===== src/rtl/pipelined_shifter.sv =====
// Pipelined barrel shifter: one log2 shift step per stage, a register after every
// step, and a whole-pipe stall driven by the output handshake.
module pipelined_shifter #(
  parameter int WIDTH = 32,
  parameter int TAGW  = 5,
  localparam int SHW  = $clog2(WIDTH)
) (
  input  logic             clk,
  input  logic             reset,
  input  logic             flush,
  input  logic             in_valid,
  output logic             in_ready,
  input  logic [WIDTH-1:0] in_data,
  input  logic [SHW-1:0]   in_amt,
  input  logic [2:0]       in_op,
  input  logic [TAGW-1:0]  in_tag,
  output logic             out_valid,
  input  logic             out_ready,
  output logic [WIDTH-1:0] out_data,
  output logic [TAGW-1:0]  out_tag,
  output logic             out_illegal
);

  localparam logic [2:0] OP_SLL = 3'b000;
  localparam logic [2:0] OP_SRL = 3'b001;
  localparam logic [2:0] OP_SRA = 3'b010;
  localparam logic [2:0] OP_ROL = 3'b011;
  localparam logic [2:0] OP_ROR = 3'b100;

  logic             adv;
  logic             in_illegal;

  logic [WIDTH-1:0] data_reg    [SHW];
  logic [SHW-1:0]   amt_reg     [SHW];
  logic [2:0]       op_reg      [SHW];
  logic [TAGW-1:0]  tag_reg     [SHW];
  logic             illegal_reg [SHW];
  logic             valid_reg   [SHW];

  logic [WIDTH-1:0] data_next    [SHW];
  logic [SHW-1:0]   amt_next     [SHW];
  logic [2:0]       op_next      [SHW];
  logic [TAGW-1:0]  tag_next     [SHW];
  logic             illegal_next [SHW];
  logic             valid_next   [SHW];

  // SRA needs no separate sign register: an arithmetic step keeps the MSB, so the
  // entry sign is always the current MSB.
  function automatic logic [WIDTH-1:0] shift_by(
    input logic [WIDTH-1:0] d,
    input logic [2:0]       op,
    input logic             en,
    input int               s
  );
    shift_by = d;
    if (en) begin
      case (op)
        OP_SLL:  shift_by = d << s;
        OP_SRL:  shift_by = d >> s;
        OP_SRA:  shift_by = $signed(d) >>> s;
        OP_ROL:  shift_by = (d << s) | (d >> (WIDTH - s));
        OP_ROR:  shift_by = (d >> s) | (d << (WIDTH - s));
        default: shift_by = '0;
      endcase
    end
  endfunction

  assign adv        = !valid_reg[SHW-1] || out_ready;
  assign in_ready   = adv;
  assign in_illegal = (in_op > OP_ROR);

  genvar gi;
  for (gi = 0; gi < SHW; gi++) begin : g_stage
    if (gi == 0) begin : g_head
      // Reserved ops are zeroed on entry so every later step just passes zero along.
      assign data_next[gi]    = shift_by(in_illegal ? '0 : in_data, in_op, in_amt[gi], 1);
      assign amt_next[gi]     = in_amt;
      assign op_next[gi]      = in_op;
      assign tag_next[gi]     = in_tag;
      assign illegal_next[gi] = in_illegal;
      assign valid_next[gi]   = in_valid;
    end else begin : g_body
      assign data_next[gi]    = shift_by(data_reg[gi-1], op_reg[gi-1], amt_reg[gi-1][gi], 1 << gi);
      assign amt_next[gi]     = amt_reg[gi-1];
      assign op_next[gi]      = op_reg[gi-1];
      assign tag_next[gi]     = tag_reg[gi-1];
      assign illegal_next[gi] = illegal_reg[gi-1];
      assign valid_next[gi]   = valid_reg[gi-1];
    end
  end

  always_ff @(posedge clk or negedge reset) begin
    if (!reset) begin
      for (int k = 0; k < SHW; k++) begin
        valid_reg[k]   <= 1'b0;
        data_reg[k]    <= '0;
        amt_reg[k]     <= '0;
        op_reg[k]      <= '0;
        tag_reg[k]     <= '0;
        illegal_reg[k] <= 1'b0;
      end
    end else begin
      for (int k = 0; k < SHW; k++) begin
        if (flush) begin
          valid_reg[k] <= 1'b0;
        end else if (adv) begin
          valid_reg[k] <= valid_next[k];
        end
        if (adv) begin
          data_reg[k]    <= data_next[k];
          amt_reg[k]     <= amt_next[k];
          op_reg[k]      <= op_next[k];
          tag_reg[k]     <= tag_next[k];
          illegal_reg[k] <= illegal_next[k];
        end
      end
    end
  end

  assign out_valid   = valid_reg[SHW-1];
  assign out_data    = data_reg[SHW-1];
  assign out_tag     = tag_reg[SHW-1];
  assign out_illegal = illegal_reg[SHW-1];

endmodule

===== config.mk =====
export PLATFORM = sky130hd
export DESIGN_NAME = pipelined_shifter
export DESIGN_NICKNAME = d
export VERILOG_FILES = /design/src/rtl/pipelined_shifter.sv
export SDC_FILE = /design/constraint.sdc
export NUM_CORES = 1
export LEC_CHECK = 0
export BUFFER_PORTS_ARGS = -buffer_cell sky130_fd_sc_hd__buf_4
export CAP_MARGIN = 20
export CORE_MARGIN = 4
export CORE_UTILIZATION = 55
export CTS_CLUSTER_SIZE = 25
export DETAILED_ROUTE_END_ITERATION = 10
export HOLD_SLACK_MARGIN = 0.03
export PLACE_DENSITY = 0.83
export SYNTH_ARGS = -nofsm -noshare
export SYNTH_HDL_FRONTEND = slang
export SYNTH_SLANG_ARGS = --single-unit

===== constraint.sdc =====
create_clock -name clk -period 1.84 [get_ports clk]
set_input_delay 0.276 -clock clk [delete_from_list [all_inputs] [get_ports clk]]
set_output_delay 0.276 -clock clk [all_outputs]
set_load 0.1 [all_outputs]

==> results of run 1 <==
[worst min-delay path by stage]
stage	cells past startpoint	slack (ns)	end	start
3_3_place_gp	1	0.26	out_data[9]$_DFFE_PN0P_	reset
3_5_place_dp	1	0.26	out_data[9]$_DFFE_PN0P_	reset
6_report	3	0.14	data_reg[149]$_DFFE_PN0P_	in_data[22]
5_1_grt	3	0.14	data_reg[151]$_DFFE_PN0P_	in_data[24]
4_1_cts	3	0.13	data_reg[145]$_DFFE_PN0P_	in_data[18]
2_1_floorplan	0	-0.02	amt_next[12]$_DFFE_PN0P_	reset
[placed cells by master, fill, tap and decap left out, types with 4 or more instances in the layout]
cell type | netlist | layout
a21o_1 | 16 | 16
and4bb_2 | 8 | 8
dfrtp_1 | 217 | 216
buf_4 | 40 | 169
o21ai_2 | 4 | 4
o21ai_1 | 21 | 21
nand3b_1 | 69 | 69
a21oi_1 | 6 | 6
nor4bb_1 | 35 | 35
nor3_1 | 85 | 85
o211ai_1 | 99 | 99
clkbuf_1 | 86 | 4
clkinv_2 | 0 | 4
o21ai_0 | 41 | 41
a221o_1 | 16 | 16
nand2b_1 | 16 | 16
a2111oi_0 | 22 | 17
nor3b_1 | 16 | 16
a311oi_2 | 20 | 20
a2111oi_2 | 7 | 7
nor4b_1 | 14 | 14
dlygate4sd3_1 | 0 | 14
clkbuf_16 | 0 | 26
nor2_1 | 89 | 89
a221oi_1 | 30 | 27
a2111oi_1 | 0 | 5
a311oi_1 | 64 | 64
a22oi_1 | 60 | 60
nand2_1 | 231 | 231
buf_12 | 0 | 20
clkbuf_8 | 0 | 10
mux2_2 | 89 | 89
[power by group through the flow]
stage,Clock (mW),Combinational [mW],Sequential [mW]
3_5_place_dp,0,3.87,6.06
4_1_cts,4.85,3.93,5.98
2_1_floorplan,0,2.88,5.88
6_report,4.78,3.96,6.01
3_3_place_gp,0,3.78,6.03
5_1_grt,5.04,4.21,6.08
[metal layers]
metal	GRT usage	wire, um	vias up
li1	-	-	5745
met1	0.361	15700	6225
met2	0.452	19000	705
met3	0.0354	2990	152
met4	0.126	2010	0
met5	0	0	-
[final cells by class]
| class | instances | area share |
|---|---|---|
| timing repair buffer | 212 | 0.125 |
| tap | 330 | 0.0255 |
| sequential | 217 | 0.335 |
| inverter | 5 | 0.00147 |
| multi-input combinational | 1082 | 0.464 |
| clock inverter | 4 | 0.00123 |
| clock buffer | 39 | 0.0480 |
[worst max-delay path, cell delays in order, from the launching register on]
cell,delay (ns)
dfrtp_4,0.41
nor2b_4,0.23
inv_6,0.10
buf_16,0.15
buf_16,0.16
[kinds of logic (layout without fill, tap and decap cells)]
family | count (synthesis) | count (layout) | synth area share
and+or+nand+nor | 576 | 576 | 0.218
AOI/OAI and AO/OA | 409 | 409 | 0.236
DFF | 217 | 217 | 0.390
buffers and inverters | 205 | 260 | 0.0751
muxes | 90 | 90 | 0.0726
xor gates and xnor gates | 6 | 7 | 0.00862
[what timing repair did]
action | CTS | global route
endpoints found under the hold margin | 71 | 0
gates cloned | 3 | 1
hold buffers | 14 | 0
buffers inserted | 2 | 1
pin swaps | 1 | 1
gates resized for setup | 9 | 10
setup endpoints to repair | 31 | 55
==> out/metrics.yaml, run 1 <==
synth_area_sq_um: 13900
maxSlewViolCount: 0
period_needed_ns: 1.85
io_buffers: 89
htree_levels: 1
stdcell_count: 1889
hp-class: "in2reg"
drt-total-wl_um: 39700
num-nets-final: 1593
ys_types: 47
synth-seq-cells: 217
ant_nets: 0
async_reset_ff_frac: 1.00
r2r_end: "data_reg[71]$_DFFE_PN0P_"
synth_edf_count: 0
fin_ws_ns: -0.00978
fin_tns_setup_ns: -0.00978
wl_per_cell_um: 21.0
power_frac_comb: 0.269
worst_ep_arrival_time_ns: 1.57
relSlewSlack: 0.593
syn_inst: 1503
dp_cells: 1825
syn_area_per_cell_sq_um: 9.28
gr-usage-all-layers: 0.274
cts_root_buf: "clkbuf_16"
place_worst_setup_slack_ns: -0.0635
dr.pass1.iters: 7
vias: 12800
die-width_um: 167
grt_start_max_net_pins: 81
yosys.area.top_type: "dfrtp_1"
cts_buffer_depth: 3
grt_pass1_wl_um: 65500
power_leakage_nw: 6.48
cts_tree: "done"
ir_drop_mv: 0.893
p_seq_frac: 0.407
setup-violations-final: 1
total_power_mw: 14.8
start_util: 0.557
syn-num-nets: 1553
synth_common_cells: "231 x nand2_1, 217 x dfrtp_1, 99 x o211ai_1"
ys_warn_count: 0
cts_sinks: 217
fin_skew_ns: 0.00578
multiInputGateArea_sq_um: 7530
crit_type: "reg2out"
crit_start: "out_valid$_DFFE_PN0P_"
die-height_um: 167
num-fill-cells: 1988
final_util: 0.648
worstSetupStartpointType: "register"
drv_cap: 0
io_pins: 90
clk_transition_reported_paths_ns: 0.06
place_area_sq_um: 15100
die_area_sq_um: 28000
powerDensity_nw_per_um2: 910
dp_hpwl_um: 26300
fin_hold_ws_ns: 0.140
endpoint_kind: "output port"
drt_iter0_markers: 1371
syn2layout_area_growth_pct: 16.4
reg2reg_slack_ns: 0.07
drive_gt1_frac: 0.246
clockPowerShare: 0.324
grt_pass1_vias: 12500
drc: 0
cts_made_buffers: 25
worst_pin_slew_ns: 0.608
seq_area_frac_synth: 0.390
yosysMostFrequentCell: "nand2_1"
postLayoutCellArea_sq_um: 16200
cp.required_ns: 1.56
antenna_found_initial: 0
rows: 58
gp_congestion: 0.965
fin_crit_sh: 1.01
synth_top_cells_by_area: "dfrtp_1 39%, mux2_2 7.2%, nand2_1 6.2%, o211ai_1 5.3%, a311oi_1 4.0%"
rsz0062_at_grt: "true"
swShare: 0.343
power.internal_mw: 9.70
vias_per_cell: 6.79
max_freq_ghz: 0.541
diodes: 0
yosysTopAreaCellShare: 0.390
r2r_start: "out_valid$_DFFE_PN0P_"
p_sw_mw: 5.06
violations: "setup timing"
seqCellArea_sq_um: 5430
largest_register_ffs: 128
grt_overflow: 0
outcome: "finished with violations"
core_area_sq_um: 25000
hold_viol: 0
clk_latency_ns: 0.52
synth_ff_type: "dfrtp_1"
crit_fanout: 8
r2r_cells: 6
crit_end: "in_ready"
Note: power is estimated with default switching activity, not from simulation.
==> run 2: changes to the inputs <==
Settings changed: MAX_ROUTING_LAYER set to met4, SKIP_LAST_GASP set to 1.
Clock period 1.84 ns to 2.3 ns, I/O delays scaled along.
==> run 2 against run 1 <==
The run now ends clean. Count of clock-buffer cells in the layout down 6. Global-route usage down 1.6 points. Critical path type unchanged. Final cell count down 3.4%. Critical path depth down 1. Critical endpoint unchanged.
==> out/metrics.yaml, run 2 (synthesis results as in run 1) <==
outcome: "finished clean"
diodes: 0  # unchanged
crit_fanout: 53  # +45
postCtsSetupRepairBufs: 0  # -2
hold_viol: 0  # unchanged
drc: 0  # unchanged
largest_register_ffs: 128  # unchanged
syn2layout_area_growth_pct: 10.2
ant_nets: 0  # unchanged
final_common_cell: "nand2_1"
grt_overflow: 0  # unchanged
relSlewSlack: 0.261  # -0.331
hp-class: "in2reg"
dp_hpwl_um: 23900  # -9.1%
worst_pin_slew_ns: 1.10  # +0.496 ns
worstSetupStartpointType: "register"
grt_pass1_wl_um: 60100  # -8.2%
r2r_cells: 4  # -2
cts_buffer_depth: 3  # unchanged
cp.required_ns: 1.96  # +0.40 ns
grt_start_max_net_pins: 110  # +36%
period_needed_ns: 2.14
cts_made_buffers: 24  # -4.0%
die-height_um: 167  # unchanged
vias: 12400  # -3.5%
endpoint_kind: "output port"
htree_levels: 1  # unchanged
die-width_um: 167  # unchanged
final_util: 0.613  # -0.0345
drt_iter0_markers: 1529  # +12%
clk_latency_ns: 0.52  # about the same
power_leakage_nw: 6.02  # -7.1%
cts_sinks: 217  # unchanged
cts_resized: 0  # -9
cts_tree: "done"
crit_type: "reg2out"
cts_root_buf: "clkbuf_16"
vias_per_cell: 6.78  # -0.16%
fin_skew_ns: 0.00694  # +0.00116 ns
dr.pass1.iters: 6  # -1
max_freq_ghz: 0.468
drt-total-wl_um: 36600  # -7.8%
rows: 58  # unchanged
num-nets-final: 1528  # -4.1%
gp_congestion: 0.881  # -8.7%
fin_tns_setup_ns: 0  # +0.00978 ns
rsz0062_at_grt: "false"
worst_ep_arrival_time_ns: 1.79  # +0.22 ns
powerDensity_nw_per_um2: 749  # -18%
drive_gt1_frac: 0.217  # -0.0296
core_area_sq_um: 25000  # unchanged
final_cell_mix: "231 x nand2_1, 216 x dfrtp_1, 134 x buf_4, 99 x o211ai_1"
maxSlewViolCount: 0  # unchanged
min_path_cells: 3  # unchanged
fin_crit_sh: 0.929
antenna_found_initial: 0  # unchanged
grt_pass1_vias: 11500  # -8.0%
setup-violations-final: 0  # -1
clk_transition_reported_paths_ns: 0.06  # about the same
die_area_sq_um: 28000  # unchanged
io_pins: 90  # unchanged
wl_per_cell_um: 20.1  # -4.6%
num-fill-cells: 2070  # +4.1%
drv_cap: 0  # unchanged
io_buffers: 89  # unchanged
ir_drop_mv: 0.741  # -17%
start_util: 0.557  # unchanged
gr-usage-all-layers: 0.258  # -0.0157
run 2: changes by cell type in the layout (fill, tap and decap cells not counted), moves of 4 or more:
| cell | change |
|---|---|
| clkinv_2 | +4 |
| clkbuf_8 | -5 |
| buf_12 | -13 |
| buf_4 | -35 |
| dlygate4sd3_1 | -7 |
| a2111oi_1 | -5 |
| a2111oi_0 | +5 |
run 2: worst max-delay path: stages, from the launching register on:
cell	delay [ns]
dfrtp_2	0.41
nor2b_4	0.17
inv_6	0.30
buf_4	0.37
run 2: where the power goes:
part	leakage, nW	switching [mW]	internal (mW)	total (mW)
registers	2.63	0.591	4.27	4.86
logic	3.00	1.83	1.02	2.85
clock network	0.393	1.55	2.25	3.80
total	6.02	3.96	7.54	11.5
run 2: stage by stage:
stage / setup WS [ns] / cell area [sq um] / instances / hold WS [ns] / power, mW
global route: 0.0858 / 15400 / 1825 / 0.0323 / 12.0
detailed placement: 0.293 / 14500 / 1775 / 0.338 / 7.72
CTS: 0.145 / 15300 / 1824 / 0.0311 / 11.5
global placement: 0.335 / 14500 / 1775 / 0.336 / 7.63
floorplan: 0.218 / 13900 / 1503 / 0.0494 / 7.01
finish: 0.162 / 15400 / 1825 / 0.0315 / 11.5
run 2: per-layer routing:
metal  global-route usage  part of all wire  up-vias
met5                    -                 0        -
met4               0.0854             0.039        0
met3               0.0300             0.072      127
met2                0.423              0.48      608
met1                0.337              0.41     6025
li1                     -                 -     5613
run 2: path summary, 6_finish.rpt:
| path | startpoint | end | slack (ns) |
|---|---|---|---|
| max in group asynchronous | reset | data_reg[96]$_DFFE_PN0P_ | 1.22 |
| min | in_tag[2] | tag_next[17]$_DFFE_PN0P_ | 0.03 |
| max | out_valid$_DFFE_PN0P_ | in_ready | 0.16 |
| min in group asynchronous | reset | data_reg[44]$_DFFE_PN0P_ | 0.37 |
| min reg2reg | tag_next[9]$_DFFE_PN0P_ | tag_next[9]$_DFFE_PN0P_ | 0.47 |
| max reg2reg | out_valid$_DFFE_PN0P_ | data_reg[41]$_DFFE_PN0P_ | 0.25 |
run 2: what timing repair did:
action                                  CTS  global route
endpoints found under the hold margin    71             0
hold buffers                              7             0
endpoints found under the setup margin    1             0
run 2: area by class of cell:
type                       instances  area, sq um  area share
clock buffer                      33          706      0.0460
inverter                           5         23.8     0.00155
multi-input combinational       1081         7470       0.487
sequential                       217         5430       0.354
clock inverter                    10         77.6     0.00505
timing repair buffer             149         1230      0.0802
tap                              330          413      0.0269
